$ cat src/rtl/ram_port_arbiter.sv
// Two-port round-robin arbiter sharing one single-port RAM.
// Each access runs IDLE -> ACCESS -> RESP, and every output is registered.
module ram_port_arbiter #(
  parameter int ADDR_WIDTH = 4,
  parameter int DATA_WIDTH = 8
) (
  input  logic                  clk,
  input  logic                  rst_n,
  input  logic                  req0,
  input  logic                  req1,
  input  logic                  we0,
  input  logic                  we1,
  input  logic [ADDR_WIDTH-1:0] addr0,
  input  logic [ADDR_WIDTH-1:0] addr1,
  input  logic [DATA_WIDTH-1:0] wdata0,
  input  logic [DATA_WIDTH-1:0] wdata1,
  output logic                  gnt0,
  output logic                  gnt1,
  output logic                  done0,
  output logic                  done1,
  output logic [DATA_WIDTH-1:0] rdata0,
  output logic [DATA_WIDTH-1:0] rdata1,
  output logic                  busy,
  output logic [ADDR_WIDTH-1:0] ram_address,
  output logic [DATA_WIDTH-1:0] ram_data_in,
  output logic                  ram_write_enable,
  input  logic [DATA_WIDTH-1:0] ram_data_out
);

  typedef enum logic [1:0] {
    ST_IDLE,
    ST_ACCESS,
    ST_RESP
  } state_t;

  state_t                state_q, state_d;
  logic                  last_grant_q, last_grant_d;
  logic                  sel_q, sel_d;
  logic                  we_lat_q, we_lat_d;
  logic                  gnt0_q, gnt0_d;
  logic                  gnt1_q, gnt1_d;
  logic                  done0_q, done0_d;
  logic                  done1_q, done1_d;
  logic                  busy_q, busy_d;
  logic [DATA_WIDTH-1:0] rdata0_q, rdata0_d;
  logic [DATA_WIDTH-1:0] rdata1_q, rdata1_d;
  logic [ADDR_WIDTH-1:0] ram_addr_q, ram_addr_d;
  logic [DATA_WIDTH-1:0] ram_din_q, ram_din_d;
  logic                  ram_we_q, ram_we_d;
  logic                  pick;

  assign gnt0             = gnt0_q;
  assign gnt1             = gnt1_q;
  assign done0            = done0_q;
  assign done1            = done1_q;
  assign busy             = busy_q;
  assign rdata0           = rdata0_q;
  assign rdata1           = rdata1_q;
  assign ram_address      = ram_addr_q;
  assign ram_data_in      = ram_din_q;
  assign ram_write_enable = ram_we_q;

  // Next-state and registered-output logic for the three-step access sequence.
  always_comb begin
    state_d      = state_q;
    last_grant_d = last_grant_q;
    sel_d        = sel_q;
    we_lat_d     = we_lat_q;
    gnt0_d       = gnt0_q;
    gnt1_d       = gnt1_q;
    done0_d      = done0_q;
    done1_d      = done1_q;
    busy_d       = busy_q;
    rdata0_d     = rdata0_q;
    rdata1_d     = rdata1_q;
    ram_addr_d   = ram_addr_q;
    ram_din_d    = ram_din_q;
    ram_we_d     = ram_we_q;
    pick         = 1'b0;

    case (state_q)
      ST_IDLE: begin
        ram_we_d = 1'b0;
        busy_d   = 1'b0;
        if (req0 || req1) begin
          // On a tie the port that did not win last time goes next.
          pick       = (req0 && req1) ? ~last_grant_q : req1;
          sel_d      = pick;
          we_lat_d   = pick ? we1 : we0;
          ram_addr_d = pick ? addr1 : addr0;
          ram_din_d  = pick ? wdata1 : wdata0;
          ram_we_d   = pick ? we1 : we0;
          gnt0_d     = ~pick;
          gnt1_d     = pick;
          busy_d     = 1'b1;
          state_d    = ST_ACCESS;
        end
      end
      ST_ACCESS: begin
        if (!we_lat_q) begin
          if (sel_q) rdata1_d = ram_data_out;
          else       rdata0_d = ram_data_out;
        end
        ram_we_d     = 1'b0;
        gnt0_d       = 1'b0;
        gnt1_d       = 1'b0;
        done0_d      = ~sel_q;
        done1_d      = sel_q;
        last_grant_d = sel_q;
        state_d      = ST_RESP;
      end
      ST_RESP: begin
        done0_d = 1'b0;
        done1_d = 1'b0;
        busy_d  = 1'b0;
        state_d = ST_IDLE;
      end
      default: state_d = ST_IDLE;
    endcase
  end

  // State and output registers; reset abandons any access in flight.
  always_ff @(posedge clk or negedge rst_n) begin
    if (!rst_n) begin
      state_q      <= ST_IDLE;
      last_grant_q <= 1'b1;
      sel_q        <= 1'b0;
      we_lat_q     <= 1'b0;
      gnt0_q       <= 1'b0;
      gnt1_q       <= 1'b0;
      done0_q      <= 1'b0;
      done1_q      <= 1'b0;
      busy_q       <= 1'b0;
      rdata0_q     <= '0;
      rdata1_q     <= '0;
      ram_addr_q   <= '0;
      ram_din_q    <= '0;
      ram_we_q     <= 1'b0;
    end else begin
      state_q      <= state_d;
      last_grant_q <= last_grant_d;
      sel_q        <= sel_d;
      we_lat_q     <= we_lat_d;
      gnt0_q       <= gnt0_d;
      gnt1_q       <= gnt1_d;
      done0_q      <= done0_d;
      done1_q      <= done1_d;
      busy_q       <= busy_d;
      rdata0_q     <= rdata0_d;
      rdata1_q     <= rdata1_d;
      ram_addr_q   <= ram_addr_d;
      ram_din_q    <= ram_din_d;
      ram_we_q     <= ram_we_d;
    end
  end

endmodule

$ cat config.mk
export PLATFORM = sky130hd
export DESIGN_NAME = ram_port_arbiter
export DESIGN_NICKNAME = d
export VERILOG_FILES = /design/src/rtl/ram_port_arbiter.sv
export SDC_FILE = /design/constraint.sdc
export NUM_CORES = 1
export LEC_CHECK = 0
export BUFFER_PORTS_ARGS = -buffer_cell sky130_fd_sc_hd__buf_4
export CORE_MARGIN = 2
export CORE_UTILIZATION = 50
export CTS_CLUSTER_SIZE = 14
export DETAILED_ROUTE_END_ITERATION = 10
export HOLD_SLACK_MARGIN = 0.05
export PLACE_DENSITY_LB_ADDON = 0.12
export REMOVE_ABC_BUFFERS = 1
export SYNTH_ARGS = -nofsm -noshare
export SYNTH_HDL_FRONTEND = slang
export SYNTH_SLANG_ARGS = --single-unit
$ cat constraint.sdc
create_clock -name clk -period 3.1 [get_ports clk]
set_clock_uncertainty 0.1 [all_clocks]
set_input_delay 0.465 -clock clk [delete_from_list [all_inputs] [get_ports clk]]
set_output_delay 0.465 -clock clk [all_outputs]
set_load 0.01 [all_outputs]
**After elaboration in Yosys (flattened, before gate mapping)**

Cells that the tools add are included.

- Bits in registers: 39
- Logic and storage cells: 47
- Output and inout bits: 34

- Reduce and logical (&&, ||, !) cells: 10
- Bitwise logic cells: 4
- Equal/unequal tests: 3
- Mux-type cells: 16

Operator list:

| cell | number |
|---|---|
| 1-bit case mux with 2 select lines | 6 |
| 8-bit 2-to-1 mux | 1 |
| 1-bit 2-to-1 mux | 6 |
| 3-bit AND reduction | 2 |
| 2-bit nonzero test | 3 |
| 4-bit 2-to-1 mux | 1 |
| 1-bit inverter | 4 |
| 2-bit case mux with 2 select lines | 1 |
| 2-bit AND reduction | 2 |
| 2-bit by 1-bit equality test with 1-bit output (second input constant) | 1 |
| 2-bit equality test (second input constant) | 1 |
| 2-bit logical NOT | 1 |
| 2-bit 2-to-1 mux | 1 |
| 2-bit inequality test (second input constant) | 1 |
| 1-bit logical AND | 1 |
| 1-bit logical OR | 1 |

**Depth between registers and ports, before layout**

- Word-level depth: 5
- Mapped depth: 7

**Worst setup path after synthesis**

Ideal clock, no wire load.

- Path kind: flip-flop to flip-flop
- From: register state_q[1]
- To: register rdata0_q[0], in the netlist rdata0[0]
- Library setup time: 125 ps
- Data required time: 2875 ps
- Cell stages (with the launch flop): 6
- Arrival time: 1451 ps
- Setup slack: 1424 ps
- Buffers on the path: 0
- Path through: dfrtp_1 inv_1 ha_1 inv_2 nor3_4 mux2_2

- Word-level cells in the longest chain between the ends: 2

RTL lines:

| item | RTL line | text |
|---|---|---|
| start: declaration | 36 | `state_t state_q, state_d;` |
| start signal: assignment | 140 | `state_q <= state_d;` |
| 2-bit by 1-bit equality test with 1-bit output | 81 | `case (state_q)` |
| 3-bit AND reduction (no line) | -- |  |
| end signal: assignment | 149 | `rdata0_q <= rdata0_d;` |
| end: declaration | 45 | `logic [DATA_WIDTH-1:0] rdata0_q, rdata0_d;` |

Every way passes these cells.
A chain may end at the register's enable or synchronous reset.

**Worst setup path in the final report**

- From: register state_q[1]
- To: register rdata0_q[1], in the netlist rdata0[1]

Same word-level chain as after synthesis.

==> results_dict.tcl <==
set metrics [dict create \
    hold_path_startpoint "ram_data_out[3]" \
    area_growth_pct 37.3 \
    syn_inst 133 \
    nFillCells 243 \
    ys_seq_area_share_pct 58.5 \
    fmax_mhz 525 \
    critPathSlowestCell "dfrtp_1" \
    hold-path-endpoint "rdata1[3]" \
    fp-row-count 20 \
    synthArstFlopShare_pct 100 \
    routed_wl_mm 3.51 \
    vdd_ir_drop_max_uv 485 \
    finalNetCount 249 \
    crit_path_cell_trace "inv_1 > ha_1 > inv_2 > nor3_4 > mux2_2" \
    worst_path_largest_cell_delay_ns 0.41 \
    cap_violations 0 \
    final_common_cell "buf_4" \
    core_area_sq_mm 0.00313 \
    post_cts_resized 0 \
    die_h_um 61.8 \
    status "completed" \
    root_buffer "clkbuf_4" \
    crit_arrival_ns 2.03 \
    cp-start-kind "register" \
    initial_utilization_pct 53.4 \
    synth_area_sq_mm 0.00167 \
    finalHoldViolCount 0 \
    die_area_sq_mm 0.00382 \
    p_per_area_mw_per_mm2 970 \
    synth-seq-cells 39 \
    gr-total-overflow 0 \
    p_leak_nw 1.15 \
    fin_cells 253 \
    cts_tree "done" \
    port_buffers 71 \
    mostFrequentLayoutCells "buf_4, dfrtp_1, mux2_2, nand2_1, o21ai_0" \
    drive_gt1_share_pct 47.8 \
    placed_cells 244 \
    synth-edff-count 0 \
    rr_endpoint "rdata0[1]" \
    rr_startpoint "state_q[1]" \
    setup_tns_ns 0 \
    htree_levels 2 \
    io_pins 72 \
    min_path_cells 2 \
    end_kind "register" \
    crit_type "reg2reg" \
    wire_per_inst_um 13.9 \
    ys.warnings.count 0 \
    gp_congestion 0.786 \
    worstPathRequired_ns 3.23 \
    num_vias 1291 \
    cts.clk_slew.worst_paths_ns 0.11 \
    slew_violations 0 \
    rsz0062_at_grt "false" \
    detail_route.iter0.violations 22 \
    period_needed_ns 1.91 \
    drcViolationCount 0 \
    cp.depth 5 \
    synth_cell_types 23 \
    insertion_delay_ns 0.34 \
    worstMarginPinSlew_ns 0.472 \
    cts_made_buffers 5 \
    hold_class "in2reg" \
    post_cts_buffers 0 \
    finalCritPeriodShare_pct 61.5 \
    final_antenna_net_count 0 \
    grt_first_pass_wirelength_mm 5.70 \
    cpLargestDelayFamily "flip-flops" \
    hold_buffers 1 \
    grt_use_total_pct 20.9 \
    setup_viol 0 \
    avgSynthCellArea_sq_um 12.6 \
    crit_buf_inv 2 \
    antenna_found_initial 0 \
    multiInputGateArea_sq_um 639 \
    clockBufferDepth 2 \
    crit_fanout 8 \
    startpoint "state_q[1]" \
    die_w_um 61.8 \
    ff2ff_path_depth 5 \
    cts.sinks 39 \
    viasPerCell 5.10 \
    antenna_cells 0 \
    regArea_sq_um 977 \
    drtPass1Iterations 4 \
    grt_pass1_vias 1296 \
    synth_flop_cell "dfrtp_1" \
    rrSetupSlack_ns 1.19 \
    dp_hpwl_mm 2.68 \
    slew_headroom_pct 68.4 \
    grt_max_degree 40 \
]
-- logic make-up (layout without fill, tap and decap cells) --
logic type / after synthesis / count (layout) / share of synthesized area (%)
compound gates: 23 / 23 / 8.09
mux: 33 / 33 / 21.2
simple gates: 24 / 24 / 6.74
fa+ha+maj: 3 / 3 / 2.25
buf+inv: 11 / 87 / 3.22
flops: 39 / 39 / 58.5
-- worst max path at each step --
stage and to:
2_1_floorplan ram_address[0], 3_3_place_gp rdata0[4], 3_5_place_dp rdata0[3], 4_1_cts rdata0[1]
5_1_grt rdata0[3], 6_report rdata0[1]
-- area by class of cell --
| class | count | area share (%) |
|---|---|---|
| timing repair buffer | 73 | 24.0 |
| clock buffer | 8 | 2.13 |
| sequential | 39 | 42.6 |
| tap | 44 | 2.40 |
| multi-input combinational | 83 | 27.9 |
| inverter | 6 | 0.982 |
-- sequential cells by signal, summed over array words and instances (netlist names) --
register	cells
gnt1	1
state_q	2
ram_data_in	8
rdata0	8
sel_q	1
done1	1
we_lat_q	1
ram_write_enable	1
ram_address	4
busy	1
done0	1
rdata1	8
gnt0	1
last_grant_q	1
-- through the flow --
stage / instance area (sq um) / setup slack (ns) / total power, mW / hold slack [ns] / util, %
floorplan: 1640 / 1.32 / 1.47 / 0.0694 / -
global placement: 2230 / 1.29 / 1.95 / 0.353 / 71.4
detailed placement: 2230 / 1.23 / 2.00 / 0.356 / 71.4
CTS: 2290 / 1.21 / 2.25 / 0.239 / 73.3
global route: 2290 / 1.10 / 2.40 / 0.242 / 73.3
finish: 2290 / 1.19 / 2.22 / 0.256 / 73.3
-- metal layers --
metal  up-vias  share of wire (%)  track usage [%]
li1        614                  -                -
met1       618                 39             23.5
met2        52                 54             37.1
met3         7                5.3             4.97
met4         0                1.8             9.73
met5         -                  0                0
-- cells in the mapped netlist (2+ instances only) --
cell type  count  area, sq um
mux2_2        19          214
nor2_1         4         15.0
nand2_1       16         60.1
inv_1          5         18.8
mux2i_1       14          140
ha_1           3         37.5
o21ai_0       15         75.1
nand3b_1       2         15.0
dfrtp_1       38          951
buf_2          4         20.0
-- power breakdown --
| part | internal, mW | total, mW | switching, mW |
|---|---|---|---|
| registers | 0.768 | 0.926 | 0.158 |
| logic | 0.569 | 1.06 | 0.487 |
| clock network | 0.0905 | 0.242 | 0.152 |
Note: power is estimated with default switching activity, not from simulation.
